$ cat config.mk
export PLATFORM = sky130hd
export DESIGN_NAME = cw305_axi_host
export DESIGN_NICKNAME = d
export VERILOG_FILES = /design/src/rtl/cw305_axi_pkg.sv /design/src/rtl/cw305_axi_host_port.sv /design/src/rtl/cw305_axi_host.sv
export SDC_FILE = /design/constraint.sdc
export NUM_CORES = 1
export LEC_CHECK = 0
export CORE_MARGIN = 8
export CORE_UTILIZATION = 50
export DETAILED_ROUTE_END_ITERATION = 6
export PLACE_DENSITY = 0.79
export SLEW_MARGIN = 30
export SYNTH_ARGS = -nofsm -noshare
export SYNTH_HDL_FRONTEND = slang
export SYNTH_HIERARCHICAL = 1
export SYNTH_SLANG_ARGS = --single-unit
$ cat constraint.sdc
create_clock -name clk -period 4.9 [get_ports clk]
set_input_delay 0.49 -clock clk [delete_from_list [all_inputs] [get_ports clk]]
set_output_delay 0.49 -clock clk [all_outputs]
set_load 0.02 [all_outputs]
$ cat src/rtl/cw305_axi_pkg.sv
// Shared definitions for the CW305 AXI4-Lite host and the mailbox responder:
// mailbox layout, fixed AXI fields and state encodings.
package cw305_axi_pkg;

   localparam logic [31:0] MBOX_PT_OFS       = 32'h0000_0000;
   localparam logic [31:0] MBOX_DOORBELL_OFS = 32'h0000_0010;
   localparam logic [31:0] MBOX_STATUS_OFS   = 32'h0000_0014;
   localparam logic [31:0] MBOX_CT_OFS       = 32'h0000_0020;
   localparam logic [31:0] DOORBELL_GO       = 32'h0000_0001;

   localparam logic [2:0]  AXI_PROT          = 3'b000;
   localparam logic [3:0]  AXI_STRB          = 4'hF;

   typedef enum logic [2:0] {
      ST_IDLE, ST_WR_PT, ST_WR_GO, ST_POLL, ST_RD_CT, ST_DONE, ST_ABORT
   } host_state_e;

   typedef enum logic [1:0] {
      PS_IDLE, PS_WR, PS_RD
   } port_state_e;

   function automatic logic [31:0] word_addr(input logic [31:0] base,
                                             input logic [31:0] ofs,
                                             input logic [1:0]  idx);
      return base + ofs + {28'h000_0000, idx, 2'b00};
   endfunction

endpackage

$ cat src/rtl/cw305_axi_host_port.sv
// Single-transaction AXI4-Lite initiator: one write or read per req, done pulses
// for one cycle after the B or R handshake. All AXI outputs are registered.
module axi_lite_master_port
   import cw305_axi_pkg::*;
(
   input  logic        clk,
   input  logic        resetn,
   input  logic        req,
   input  logic        we,
   input  logic [31:0] addr,
   input  logic [31:0] wdata,
   output logic        done,
   output logic [31:0] rdata,
   output logic        mem_axi_awvalid,
   input  logic        mem_axi_awready,
   output logic [31:0] mem_axi_awaddr,
   output logic [2:0]  mem_axi_awprot,
   output logic        mem_axi_wvalid,
   input  logic        mem_axi_wready,
   output logic [31:0] mem_axi_wdata,
   output logic [3:0]  mem_axi_wstrb,
   input  logic        mem_axi_bvalid,
   output logic        mem_axi_bready,
   output logic        mem_axi_arvalid,
   input  logic        mem_axi_arready,
   output logic [31:0] mem_axi_araddr,
   output logic [2:0]  mem_axi_arprot,
   input  logic        mem_axi_rvalid,
   output logic        mem_axi_rready,
   input  logic [31:0] mem_axi_rdata
);

   port_state_e state_r;
   port_state_e state_nx_s;

   assign mem_axi_awprot = AXI_PROT;
   assign mem_axi_arprot = AXI_PROT;
   assign mem_axi_wstrb  = AXI_STRB;

   // Engine state register.
   always_ff @(posedge clk) begin
      if (!resetn) begin
         state_r <= PS_IDLE;
      end else begin
         state_r <= state_nx_s;
      end
   end

   // Transaction ends on the response handshake of its own direction.
   always_comb begin
      state_nx_s = state_r;
      case (state_r)
         PS_IDLE: begin
            if (req) begin
               state_nx_s = we ? PS_WR : PS_RD;
            end else begin
               state_nx_s = PS_IDLE;
            end
         end
         PS_WR: begin
            if (mem_axi_bvalid && mem_axi_bready) begin
               state_nx_s = PS_IDLE;
            end else begin
               state_nx_s = PS_WR;
            end
         end
         PS_RD: begin
            if (mem_axi_rvalid && mem_axi_rready) begin
               state_nx_s = PS_IDLE;
            end else begin
               state_nx_s = PS_RD;
            end
         end
         default: state_nx_s = PS_IDLE;
      endcase
   end

   // Channel handshakes: each valid drops independently on its own handshake.
   always_ff @(posedge clk) begin
      if (!resetn) begin
         done            <= 1'b0;
         rdata           <= 32'h0;
         mem_axi_awvalid <= 1'b0;
         mem_axi_awaddr  <= 32'h0;
         mem_axi_wvalid  <= 1'b0;
         mem_axi_wdata   <= 32'h0;
         mem_axi_bready  <= 1'b0;
         mem_axi_arvalid <= 1'b0;
         mem_axi_araddr  <= 32'h0;
         mem_axi_rready  <= 1'b0;
      end else begin
         done <= 1'b0;
         case (state_r)
            PS_IDLE: begin
               if (req && we) begin
                  mem_axi_awvalid <= 1'b1;
                  mem_axi_awaddr  <= addr;
                  mem_axi_wvalid  <= 1'b1;
                  mem_axi_wdata   <= wdata;
                  mem_axi_bready  <= 1'b1;
               end else if (req) begin
                  mem_axi_arvalid <= 1'b1;
                  mem_axi_araddr  <= addr;
               end
            end
            PS_WR: begin
               if (mem_axi_awvalid && mem_axi_awready) mem_axi_awvalid <= 1'b0;
               if (mem_axi_wvalid && mem_axi_wready)   mem_axi_wvalid  <= 1'b0;
               if (mem_axi_bvalid && mem_axi_bready) begin
                  mem_axi_bready <= 1'b0;
                  done           <= 1'b1;
               end
            end
            PS_RD: begin
               if (mem_axi_arvalid && mem_axi_arready) begin
                  mem_axi_arvalid <= 1'b0;
                  mem_axi_rready  <= 1'b1;
               end
               if (mem_axi_rvalid && mem_axi_rready) begin
                  mem_axi_rready <= 1'b0;
                  rdata          <= mem_axi_rdata;
                  done           <= 1'b1;
               end
            end
            default: begin
               done <= 1'b0;
            end
         endcase
      end
   end

endmodule

$ cat src/rtl/cw305_axi_host.sv
// CW305 register bridge: pushes plaintext into the mailbox, rings the doorbell,
// polls for completion and returns the ciphertext on ct.
module cw305_axi_host
   import cw305_axi_pkg::*;
#(
   parameter logic [31:0] MBOX_BASE  = 32'h0000_0400,
   parameter int          POLL_LIMIT = 1024
) (
   input  logic         clk,
   input  logic         resetn,
   input  logic         start,
   input  logic [127:0] pt,
   output logic [127:0] ct,
   output logic         busy,
   output logic         error,
   output logic         mem_axi_awvalid,
   input  logic         mem_axi_awready,
   output logic [31:0]  mem_axi_awaddr,
   output logic [2:0]   mem_axi_awprot,
   output logic         mem_axi_wvalid,
   input  logic         mem_axi_wready,
   output logic [31:0]  mem_axi_wdata,
   output logic [3:0]   mem_axi_wstrb,
   input  logic         mem_axi_bvalid,
   output logic         mem_axi_bready,
   output logic         mem_axi_arvalid,
   input  logic         mem_axi_arready,
   output logic [31:0]  mem_axi_araddr,
   output logic [2:0]   mem_axi_arprot,
   input  logic         mem_axi_rvalid,
   output logic         mem_axi_rready,
   input  logic [31:0]  mem_axi_rdata
);

   localparam int CNT_W = $clog2(POLL_LIMIT + 1);
   localparam logic [CNT_W-1:0] POLL_LAST = CNT_W'(POLL_LIMIT - 1);

   host_state_e      state_r;
   host_state_e      state_nx_s;
   logic [1:0]       idx_r;
   logic [CNT_W-1:0] poll_cnt_r;
   logic [127:0]     pt_r;
   logic [127:0]     shadow_r;
   logic             pending_r;
   logic             req_s;
   logic             we_s;
   logic [31:0]      addr_s;
   logic [31:0]      wdata_s;
   logic             done_s;
   logic [31:0]      rdata_s;

   axi_lite_master_port u_port (
      .clk             (clk),
      .resetn          (resetn),
      .req             (req_s),
      .we              (we_s),
      .addr            (addr_s),
      .wdata           (wdata_s),
      .done            (done_s),
      .rdata           (rdata_s),
      .mem_axi_awvalid (mem_axi_awvalid),
      .mem_axi_awready (mem_axi_awready),
      .mem_axi_awaddr  (mem_axi_awaddr),
      .mem_axi_awprot  (mem_axi_awprot),
      .mem_axi_wvalid  (mem_axi_wvalid),
      .mem_axi_wready  (mem_axi_wready),
      .mem_axi_wdata   (mem_axi_wdata),
      .mem_axi_wstrb   (mem_axi_wstrb),
      .mem_axi_bvalid  (mem_axi_bvalid),
      .mem_axi_bready  (mem_axi_bready),
      .mem_axi_arvalid (mem_axi_arvalid),
      .mem_axi_arready (mem_axi_arready),
      .mem_axi_araddr  (mem_axi_araddr),
      .mem_axi_arprot  (mem_axi_arprot),
      .mem_axi_rvalid  (mem_axi_rvalid),
      .mem_axi_rready  (mem_axi_rready),
      .mem_axi_rdata   (mem_axi_rdata)
   );

   // Sequencer state register.
   always_ff @(posedge clk) begin
      if (!resetn) begin
         state_r <= ST_IDLE;
      end else begin
         state_r <= state_nx_s;
      end
   end

   // A request is raised once per transaction; pending_r blocks reissue until done.
   always_comb begin
      state_nx_s = state_r;
      req_s      = 1'b0;
      we_s       = 1'b0;
      addr_s     = MBOX_BASE;
      wdata_s    = 32'h0;
      case (state_r)
         ST_IDLE: begin
            if (start) begin
               state_nx_s = ST_WR_PT;
            end else begin
               state_nx_s = ST_IDLE;
            end
         end
         ST_WR_PT: begin
            req_s   = !pending_r;
            we_s    = 1'b1;
            addr_s  = word_addr(MBOX_BASE, MBOX_PT_OFS, idx_r);
            wdata_s = pt_r[32*idx_r +: 32];
            if (done_s && (idx_r == 2'd3)) begin
               state_nx_s = ST_WR_GO;
            end else begin
               state_nx_s = ST_WR_PT;
            end
         end
         ST_WR_GO: begin
            req_s   = !pending_r;
            we_s    = 1'b1;
            addr_s  = MBOX_BASE + MBOX_DOORBELL_OFS;
            wdata_s = DOORBELL_GO;
            if (done_s) begin
               state_nx_s = ST_POLL;
            end else begin
               state_nx_s = ST_WR_GO;
            end
         end
         ST_POLL: begin
            req_s  = !pending_r;
            addr_s = MBOX_BASE + MBOX_STATUS_OFS;
            if (done_s && rdata_s[0]) begin
               state_nx_s = ST_RD_CT;
            end else if (done_s && (poll_cnt_r == POLL_LAST)) begin
               state_nx_s = ST_ABORT;
            end else begin
               state_nx_s = ST_POLL;
            end
         end
         ST_RD_CT: begin
            req_s  = !pending_r;
            addr_s = word_addr(MBOX_BASE, MBOX_CT_OFS, idx_r);
            if (done_s && (idx_r == 2'd3)) begin
               state_nx_s = ST_DONE;
            end else begin
               state_nx_s = ST_RD_CT;
            end
         end
         ST_DONE:  state_nx_s = ST_IDLE;
         ST_ABORT: state_nx_s = ST_IDLE;
         default:  state_nx_s = ST_IDLE;
      endcase
   end

   // Datapath: captured plaintext, ct shadow, counters and user-visible flags.
   always_ff @(posedge clk) begin
      if (!resetn) begin
         pending_r  <= 1'b0;
         idx_r      <= 2'd0;
         poll_cnt_r <= '0;
         pt_r       <= 128'h0;
         shadow_r   <= 128'h0;
         ct         <= 128'h0;
         busy       <= 1'b0;
         error      <= 1'b0;
      end else begin
         if (req_s) begin
            pending_r <= 1'b1;
         end else if (done_s) begin
            pending_r <= 1'b0;
         end
         case (state_r)
            ST_IDLE: begin
               if (start) begin
                  pt_r       <= pt;
                  error      <= 1'b0;
                  busy       <= 1'b1;
                  idx_r      <= 2'd0;
                  poll_cnt_r <= '0;
               end
            end
            ST_WR_PT: begin
               if (done_s) idx_r <= idx_r + 2'd1;
            end
            ST_POLL: begin
               if (done_s && !rdata_s[0]) poll_cnt_r <= poll_cnt_r + CNT_W'(1);
            end
            ST_RD_CT: begin
               if (done_s) begin
                  shadow_r[32*idx_r +: 32] <= rdata_s;
                  idx_r                    <= idx_r + 2'd1;
               end
            end
            ST_DONE: begin
               ct   <= shadow_r;
               busy <= 1'b0;
            end
            ST_ABORT: begin
               busy  <= 1'b0;
               error <= 1'b1;
            end
            default: begin
               busy <= busy;
            end
         endcase
      end
   end

endmodule
Yosys cells after proc, flatten, opt, wreduce, memory -nomap -nowiden:

Index checks and enable logic that the tools add are counted.

* shift-type cells: 3
* equal/unequal tests: 20
* mux-type cells: 45
* reductions and logical operators: 40
* bitwise gates (word level): 1
* add/subtract/negate cells: 5

Operator list (number)
* 128-bit bitwise mux: 1
* 32-bit by 34-bit variable shift with 128-bit output (first input constant): 1
* 128-bit by 8-bit indexed part select with 32-bit output: 1
* 32-bit by 34-bit indexed part select with 128-bit output: 1
* 32-bit one-hot mux with 2 select lines: 1
* 12-bit one-hot mux with 4 select lines: 1
* 7-bit negation with 34-bit output: 1
* 11-bit by 4-bit adder with 12-bit output (first input constant): 2
* 11-bit 2-to-1 mux: 2
* 11-bit one-hot mux with 2 select lines: 1
* 1-bit 2-to-1 mux: 21
* 3-bit AND reduction: 6
* 2-bit nonzero test: 8
* 3-bit one-hot mux with 5 select lines: 1
* 2-bit by 1-bit != test with 1-bit output (second input constant): 7
* 1-bit one-hot mux with 2 select lines: 7
* 2-bit AND reduction: 7
* 2-bit 2-to-1 mux: 6
* 11-bit by 1-bit adder with 11-bit output (second input constant): 1
* 11-bit by 10-bit == test with 1-bit output (second input constant): 1
* 1-bit logical AND: 10
* 3-bit == test (second input constant): 3
* 3-bit by 2-bit == test with 1-bit output (second input constant): 2
* 3-bit 2-to-1 mux: 2
* other kinds (14): 20

* output and inout port bits: 241
* input port bits: 168
* register bits after elaboration: 539
* logic and storage cells: 134

Longest topological paths before layout:

Gate-level depths: netlist of the first run.

* depth after elaboration: 6
* mapped depth: 10
* depth with buffers taken out: 6

Hierarchy:

Netlist of the first run, hierarchy kept.

Modules (own cells, without submodules)
* cw305_axi_host: seq. area each 8067.7 µm², times used 1, area an instance 15427.3 µm², cells each 1911
* axi_lite_master_port: seq. area each 2722.6 µm², times used 1, area an instance 5295.1 µm², cells each 623

Worst setup path after synthesis of the first run:

No wires, ideal clock.

* path kind: register to register
* start: register idx_r[1]
* end: register shadow_r[34]
* period minus slack after synthesis: 2.359 ns
* data arrival time: 2.288 ns
* library setup time: 0.070 ns
* slack: 2.541 ns
* cell stages (with the launch flop): 9
* required time: 4.830 ns
* cells stage by stage: dfxtp_1 -> clkbuf_1 -> clkbuf_1 -> inv_1 -> ha_1 -> nor3b_1 -> clkbuf_1 -> nand3_1 -> a21oi_1

* cells in the longest elaborated chain, start to end: 3
* elaborated cells between the ends (all ways): 4

Ends and longest elaborated chain
* from (decl): line cw305_axi_host.sv:40 `logic [1:0] idx_r;`
* from (signal assigned): line cw305_axi_host.sv:180 `if (done_s) idx_r <= idx_r + 2'd1;`
* from (signal assigned): line cw305_axi_host.sv:188 `idx_r <= idx_r + 2'd1;`
* 7-bit negation with 34-bit output (*): line cw305_axi_host.sv:187 `shadow_r[32*idx_r +: 32] <= rdata_s;`
* 32-bit by 34-bit indexed part select with 128-bit output / 32-bit by 34-bit variable shift with 128-bit output (equally long branches): line cw305_axi_host.sv:187
* 128-bit bitwise mux (*): line cw305_axi_host.sv:187
* to (signal, indexed assignment): line cw305_axi_host.sv:187
* to (decl): line cw305_axi_host.sv:43 `logic [127:0] shadow_r;`

Mark *: on every way between the ends. The rest lies on a longest branch, timed or not.
A chain may end at the register's enable or synchronous reset.

==> impl_summary.txt, run 1 <==
----------------------------------------------------
[Pwr]
  Total power density per cell area ... 351 nW/um^2
  Clock power share ... 44.6%
  Reported leakage power ... between 0.009 and 0.01 uW
  Internal Pwr Total ... between 7000 and 8000 uW
  Maximum resistive drop on vdd ... 0.266 mV
  Switching share of power ... between 20 and 25%
  Part of the power in registers ... 48.3%
  Proportion of power drawn by combinational gates ... 7.1%
  Power dissipated by switching net loads ... between 2000 and 2500 uW

[Synth]
  Syn avg cell area ... 8.18 um^2
  Sequential cell area fraction in the yosys report ... 52.1%
  Total of flip-flops plus latches after synthesis ... 539
  Fraction of synthesis flops using an asynchronous set or reset pin ... 0%
  Synth area leaders ... dfxtp_1 (52%), nand2_1 (17%), a21oi_1 (9.7%)
  Most instantiated library cell after synthesis ... nand2_1
  Post-synth cell types ... 54
  Area leader, netlist ... dfxtp_1
  EDFF count, synth ... 0
  Synth Flop Type ... dfxtp_1
  Ys Warns ... 6
  Post-synthesis instance area ... 20700 um^2
  Most frequent cells after synthesis ... nand2_1 (924), dfxtp_1 (539), a21oi_1 (401)
  Proportion of netlist area held by the largest area contributor ... 52.1%
  Number of cells produced by synthesis ... 2534

[Critical path]
  Crit. End Element ... register
  Critical Path AT ... 3920 ps
  Max stage delay on crit path ... 890 ps
  Worst path bufs/invs ... 2
  Type of element launching the critical path ... register
  Max FO, Critical Path ... 44
  Slowest cell on the critical path ... dfxtp_1
  Data required time at the worst endpoint ... between 5000 and 6000 ps
  Critical path class ... register to register
  Cell family with most CP delay ... simple AND/OR/NAND/NOR gates
  CP Cell Sequence ... inv_2 > xnor2_1 > nor2_1 > and3_2 > buf_4 > nand2_1 > a21boi_1

[Routing]
  Detailed-routing iteration count for the pre-antenna-repair pass ... 6
  Final ANT Viol Nets ... 0
  Via-to-Cell Ratio ... 5.46
  Routed Wire Length ... 63600 um
  Mean routed wirelength per cell ... 18.5 um
  1st-iter DRT viols ... 1591
  Via count of the routed design ... around 19k
  Drc violations ... 0

[Die]
  Height of the die ... 220 um
  Core region area ... 40800 um^2
  Die area ... 48200 um^2
  Horizontal die dimension ... 220 um
  Initial standard-cell utilization of the core ... around half
  Standard-cell rows ... 74
  Number of ports placed on the die boundary ... 409

[Global routing]
  All-layer global routing usage ... 25.2%
  Residual overflow from global routing ... 0
  Global-route wire length before repair ... roughly 98000 um
  Number of antenna violations at the first check in global routing ... 6
  Largest net degree at the start of global routing ... between 150 and 200
  Via count of the first global-routing pass ... between 15k and 20k

[STA]
  Hold Fails Final Rpt ... 0
  Setup Total Neg Slack ... 0 ps
  RSZ-0062 raised after global routing ... no
  Total setup violations reported at the end of the flow ... 0
  Number of pins with negative max-slew slack in the final report ... 0
  Relative max-transition margin ... 37.2%
  Max Clock Skew ... around 18 ps
  Fmax ... 293 MHz
  Actual transition at the worst max-transition pin ... 942 ps
  Period minus WS final ... 3410 ps
  Final worst-path cycle share ... 69.6%

[Clock network]
  CTS resizes ... 0
  CTS H-tree depth ... 2
  Post-CTS clock slew at the launch and capture registers of the worst setup and hold paths ... 60 ps
  Skew-Pair Late Insertion Delay ... 590 ps
  TritonCTS clock tree ... yes
  Clock sink count ... 539
  Clk buf depth ... 3
  Root buffer cell ... clkbuf_16
  Total setup buffers inserted after CTS ... 0
  Hold-fix buffer count after cts ... 0
  Number of clock buffers inserted by TritonCTS ... between 50 and 60

[Job]
  Number of max-capacitance violations reported ... 0

[Worst hold path]
  Worst min path class ... primary input to register

[Layout]
  Fraction of final layout cells sized beyond drive strength 1 ... 5.55%
  Post-layout net count ... 3040
  Area grow syn2layout ... 28.9%
  Filler cell count in the final layout ... 3389
  Share of the core filled with cells ... 65.4%

[Placed design]
  Final RePlAce weighted congestion ... 0.852
  Estimated wirelength of the detail-placed design ... between 40000 and 50000 um
  Number of buffer cells added on primary ports ... 398

[Status]
  Run status ... finished clean

----------------------------------------------------
layer usage:
metal | vias to the layer above | global-route usage [%] | part of all wire [%]
li1 | 8949 | - | -
met1 | 8855 | 30.6 | 39
met2 | 778 | 41.4 | 47
met3 | 149 | 7.01 | 9.3
met4 | 8 | 11.8 | 4.7
met5 | - | 0 | 0.069
layout make-up:
class                      instances  area (um^2)  share of cell area [%]
sequential                       539        10800                    40.4
multi-input combinational       1833         9220                    34.5
timing repair buffer             420         4180                    15.6
clock buffer                      82         1600                    5.98
tap                              532          666                    2.49
clock inverter                    13          200                   0.749
inverter                          12         57.6                   0.215
antenna                            3         7.51                  0.0281
worst reg2reg max path, delay by kind of cell (launching register included):
kind	cells	cell delay (ps)
simple gates	3	1380
compound gates	1	140
flops	1	890
xor+xnor	1	210
buf+inv	2	720
cells in the final DEF, fill, tap and decap left out, types with 4 or more instances in the layout:
cell type | synthesis | final
clkdlybuf4s50_1 | 0 | 397
buf_4 | 14 | 19
nor3_1 | 8 | 7
a21boi_1 | 90 | 90
nand2b_1 | 4 | 4
nor2b_1 | 30 | 30
dfxtp_1 | 539 | 537
xnor2_1 | 4 | 4
a21oi_1 | 401 | 401
nand2_1 | 924 | 918
clkbuf_16 | 0 | 55
nand4_1 | 5 | 5
mux4_2 | 32 | 32
and3_1 | 9 | 8
nand2_2 | 0 | 5
inv_1 | 9 | 9
conb_1 | 4 | 66
nand3_1 | 137 | 136
clkbuf_1 | 130 | 15
a21boi_0 | 43 | 43
ha_1 | 13 | 13
nor2_1 | 15 | 15
clkinv_2 | 0 | 5
bufinv_16 | 0 | 5
clkbuf_8 | 0 | 12
cell families (layout without fill, tap and decap cells):
| logic type | count (synthesis) | count (layout) | share of synthesized area, % |
|---|---|---|---|
| AO/OA/AOI/OAI | 558 | 558 | 15.5 |
| XOR/XNOR | 5 | 5 | 0.211 |
| adder cells (fa/ha/maj) | 13 | 13 | 0.785 |
| buffers and inverters | 224 | 527 | 4.89 |
| flip-flops | 539 | 539 | 52.1 |
| multiplexers | 34 | 34 | 3.57 |
| other | 4 | 69 | 0.0724 |
| AND/OR/NAND/NOR | 1157 | 1157 | 22.9 |
per-stage QoR:
step | total power, uW | hold WS, ps | std cells | instance area (um^2) | setup WS, ps
final | 9380 | 421 | 3434 | 26700 | 1490
after global routing | 9690 | 417 | 3433 | 26700 | 1220
after floorplan | 5000 | 432 | 2596 | 21000 | 2540
after CTS | 9430 | 397 | 3431 | 26700 | 1520
after detailed placement | 5290 | 444 | 3336 | 24900 | 1550
after global placement | 5270 | 437 | 3335 | 24900 | 1770
path summary, 6_finish.rpt:
kind                             start                                     to  slack [ps]  depth (start not counted)
max reg2reg      state_r[2]$_SDFF_PN0_   u_port/mem_axi_wdata[3]$_SDFFE_PN0P_        1490                          7
min                             resetn  u_port/mem_axi_wdata[10]$_SDFFE_PN0P_         420                          2
max              state_r[2]$_SDFF_PN0_   u_port/mem_axi_wdata[3]$_SDFFE_PN0P_        1490                          7
min reg2reg  shadow_r[69]$_SDFFE_PN0P_              shadow_r[69]$_SDFFE_PN0P_         450                          2
sequential cells by signal, summed over array words and instances, names as in the netlist, 2 cells and up:
register,count
poll_cnt_r,11
u_port/mem_axi_wdata,32
shadow_r,128
idx_r,2
u_port/rdata,32
pt_r,128
state_r,3
u_port/mem_axi_araddr,32
ct,128
u_port/state_r,2
u_port/mem_axi_awaddr,32
power by group through the flow:
stage	registers [uW]	logic [uW]	clock network (uW)
2_1_floorplan	4640	361	0
3_3_place_gp	4620	647	0
3_5_place_dp	4630	663	0
4_1_cts	4530	667	4230
5_1_grt	4540	727	4430
6_report	4530	670	4180
Power figures use the tool's default switching activity.
==> run 2: changes to the inputs <==
clock period = 3.45 ns   (was 4.9 ns; I/O delays follow)
==> run 2 against run 1 <==
Flip-flop and latch count is the same. Die area is the same. Critical path depth grew 1. Non-clock buffer count grew 14. Setup slack lost 600 ps. Final area grew 0.59%. Wire length grew 1.7%. Global-route usage grew 0.53 points. Via count grew 0.26%. Critical endpoint is now u_port/mem_axi_wdata[23]$_SDFFE_PN0P_.
==> impl_summary.txt, run 2 (synthesis results as in run 1) <==
----------------------------------------------------
[STA]
  Max Clock Skew ... 13.7 ps
  Actual transition at the worst max-transition pin ... slightly below 1000 ps
  Fmax ... 391 MHz
  Final worst-path cycle share ... 74.2%
  Min setup slack post-route ... 890 ps
  Number of pins with negative max-slew slack in the final report ... 0
  RSZ-0062 raised after global routing ... no
  Relative max-transition margin ... a little over a third
  Setup Total Neg Slack ... 0 ps
  Hold Fails Final Rpt ... 0
  Period minus WS final ... 2560 ps
  Total setup violations reported at the end of the flow ... 0

[Clock network]
  Clock sink count ... 539
  TritonCTS clock tree ... yes
  Post-CTS clock slew at the launch and capture registers of the worst setup and hold paths ... 60 ps
  Root buffer cell ... clkbuf_16
  Number of clock buffers inserted by TritonCTS ... 54
  CTS resizes ... 0
  Hold-fix buffer count after cts ... 0
  Skew-Pair Late Insertion Delay ... 600 ps
  Total setup buffers inserted after CTS ... 0
  CTS H-tree depth ... 2
  Clk buf depth ... 3

[Worst hold path]
  Worst min path class ... primary input to register
  Cells on Worst Hold Path ... 3
  Hold endpoint ... pt_r[107]$_SDFFE_PN0P_
  Launch point of the worst hold path ... pt[107]

[Critical path]
  Data required time at the worst endpoint ... between 3000 and 4000 ps
  Critical Path AT ... between 3000 and 4000 ps
  Startpoint of the worst register-to-register path ... state_r[0]$_SDFF_PN0_
  Worst reg-to-reg setup slack ... 890 ps
  Reg-to-reg endpoint ... u_port/mem_axi_wdata[23]$_SDFFE_PN0P_
  Number of cells traversed by the worst register-to-register path ... 8
  Max FO, Critical Path ... 62
  Critical path class ... register to register
  Type of element launching the critical path ... register
  CP Cell Sequence ... nor2_1 > xnor2_1 > nor2_1 > buf_4 > nand3_2 > buf_4 > nand2_1 > a21boi_1
  Slowest cell on the critical path ... dfxtp_1
  Max stage delay on crit path ... about 730 ps
  Crit. End Element ... register

[Die]
  Height of the die ... 220 um
  Number of ports placed on the die boundary ... about 410
  Die area ... 48200 um^2
  Core region area ... 40800 um^2
  Initial standard-cell utilization of the core ... 50.8%
  Horizontal die dimension ... approximately 220 um
  Standard-cell rows ... 74

[Global routing]
  Largest net degree at the start of global routing ... around 160
  Global-route wire length before repair ... ~100000 um
  Via count of the first global-routing pass ... between 15k and 20k
  Residual overflow from global routing ... 0
  Number of antenna violations at the first check in global routing ... 11
  All-layer global routing usage ... 25.8%

[Routing]
  Via-to-Cell Ratio ... around 5.4
  1st-iter DRT viols ... 1674
  Mean routed wirelength per cell ... 18.7 um
  Via count of the routed design ... 18.8k
  Drc violations ... 0
  Detailed-routing iteration count for the pre-antenna-repair pass ... 5
  Final ANT Viol Nets ... 0
  Routed Wire Length ... approximately 65000 um

[Layout]
  Biggest regs ... ct: 128 flops, pt_r: 128 flops, shadow_r: 128 flops
  Top library cells by usage in the layout, fill and taps aside ... nand2_1 (921), dfxtp_1 (537), a21oi_1 (401)
  Filler cell count in the final layout ... 3254
  Post-layout net count ... 3055
  Area grow syn2layout ... 29.7%
  Total area of multi-input combinational cells ... 9210 um^2
  Area used by sequential logic in the layout ... 10800 um^2
  Leading cell type in the layout, fill and taps excluded ... nand2_1
  Fraction of final layout cells sized beyond drive strength 1 ... 6.04%

[Pwr]
  Maximum resistive drop on vdd ... between 0.4 and 0.5 mV
  Total power density per cell area ... approximately 500 nW/um^2
  Reported leakage power ... 0.00917 uW

[Placed design]
  Pre-CTS setup slack ... ~900 ps
  Number of buffer cells added on primary ports ... 398
  Estimated wirelength of the detail-placed design ... 44000 um
  Final RePlAce weighted congestion ... 0.865

[Job]
  Number of max-capacitance violations reported ... 0

[Status]
  Run status ... finished clean

----------------------------------------------------
-- run 2: critical path: cells and delay by family, from the launching register on --
family / cells / cell delay, ps
buf+inv: 2 / 780
flops: 1 / 730
simple gates: 4 / 520
xor+xnor: 1 / 230
compound gates: 1 / 190
-- run 2: area by class of cell --
cell class | instances | area share [%]
antenna | 7 | 0.0652
sequential | 539 | 40.2
tap | 532 | 2.48
clock inverter | 14 | 0.680
inverter | 12 | 0.196
timing repair buffer | 434 | 16.1
multi-input combinational | 1833 | 34.3
clock buffer | 81 | 6.12
-- run 2: per-stage QoR --
step | area (um^2) | hold WS, ps | total power [uW] | util, % | cells
after detailed placement | 25000 | 443 | 7530 | 61.3 | 3350
final | 26900 | 294 | 13400 | 65.8 | 3452
after CTS | 26900 | 255 | 13400 | 65.8 | 3445
after floorplan | 21000 | 432 | 7100 | - | 2596
after global routing | 26900 | 284 | 13800 | 65.8 | 3452
after global placement | 25000 | 437 | 7500 | 61.3 | 3350
-- run 2: how the worst max path moves through the flow --
stage / from / endpoint / slack [ps] / depth (start not counted)
5_1_grt: state_r[2]$_SDFF_PN0_ / u_port/mem_axi_awvalid$_SDFFE_PN0P_ / 700 / 8
6_report: state_r[0]$_SDFF_PN0_ / u_port/mem_axi_wdata[23]$_SDFFE_PN0P_ / 890 / 8
3_5_place_dp: start / pt_r[17]$_SDFFE_PN0P_ / 900 / 5
4_1_cts: state_r[2]$_SDFF_PN0_ / u_port/mem_axi_awaddr[20]$_SDFFE_PN0P_ / 910 / 8
2_1_floorplan: idx_r[1]$_SDFFE_PN0P_ / shadow_r[34]$_SDFFE_PN0P_ / 1090 / 8
3_3_place_gp: start / pt_r[34]$_SDFFE_PN0P_ / 960 / 5
-- run 2: power by group --
group | switching (uW) | total, uW | internal [uW] | leakage (uW)
Clock | 2440 | 5950 | 3510 | 0.000892
Sequential | 77.2 | 6430 | 6360 | 0.00437
Combinational | 533 | 970 | 436 | 0.00392
-- run 2: per-layer routing --
layer | vias to the layer above | wire length, um | part of all wire [%] | track usage [%]
met5 | - | 55 | 0.085 | 0
met4 | 8 | 3230 | 5.0 | 13.4
met1 | 8863 | 24300 | 38 | 29.5
met2 | 777 | 31000 | 48 | 43.6
li1 | 8977 | - | - | -
met3 | 162 | 6070 | 9.4 | 7.23
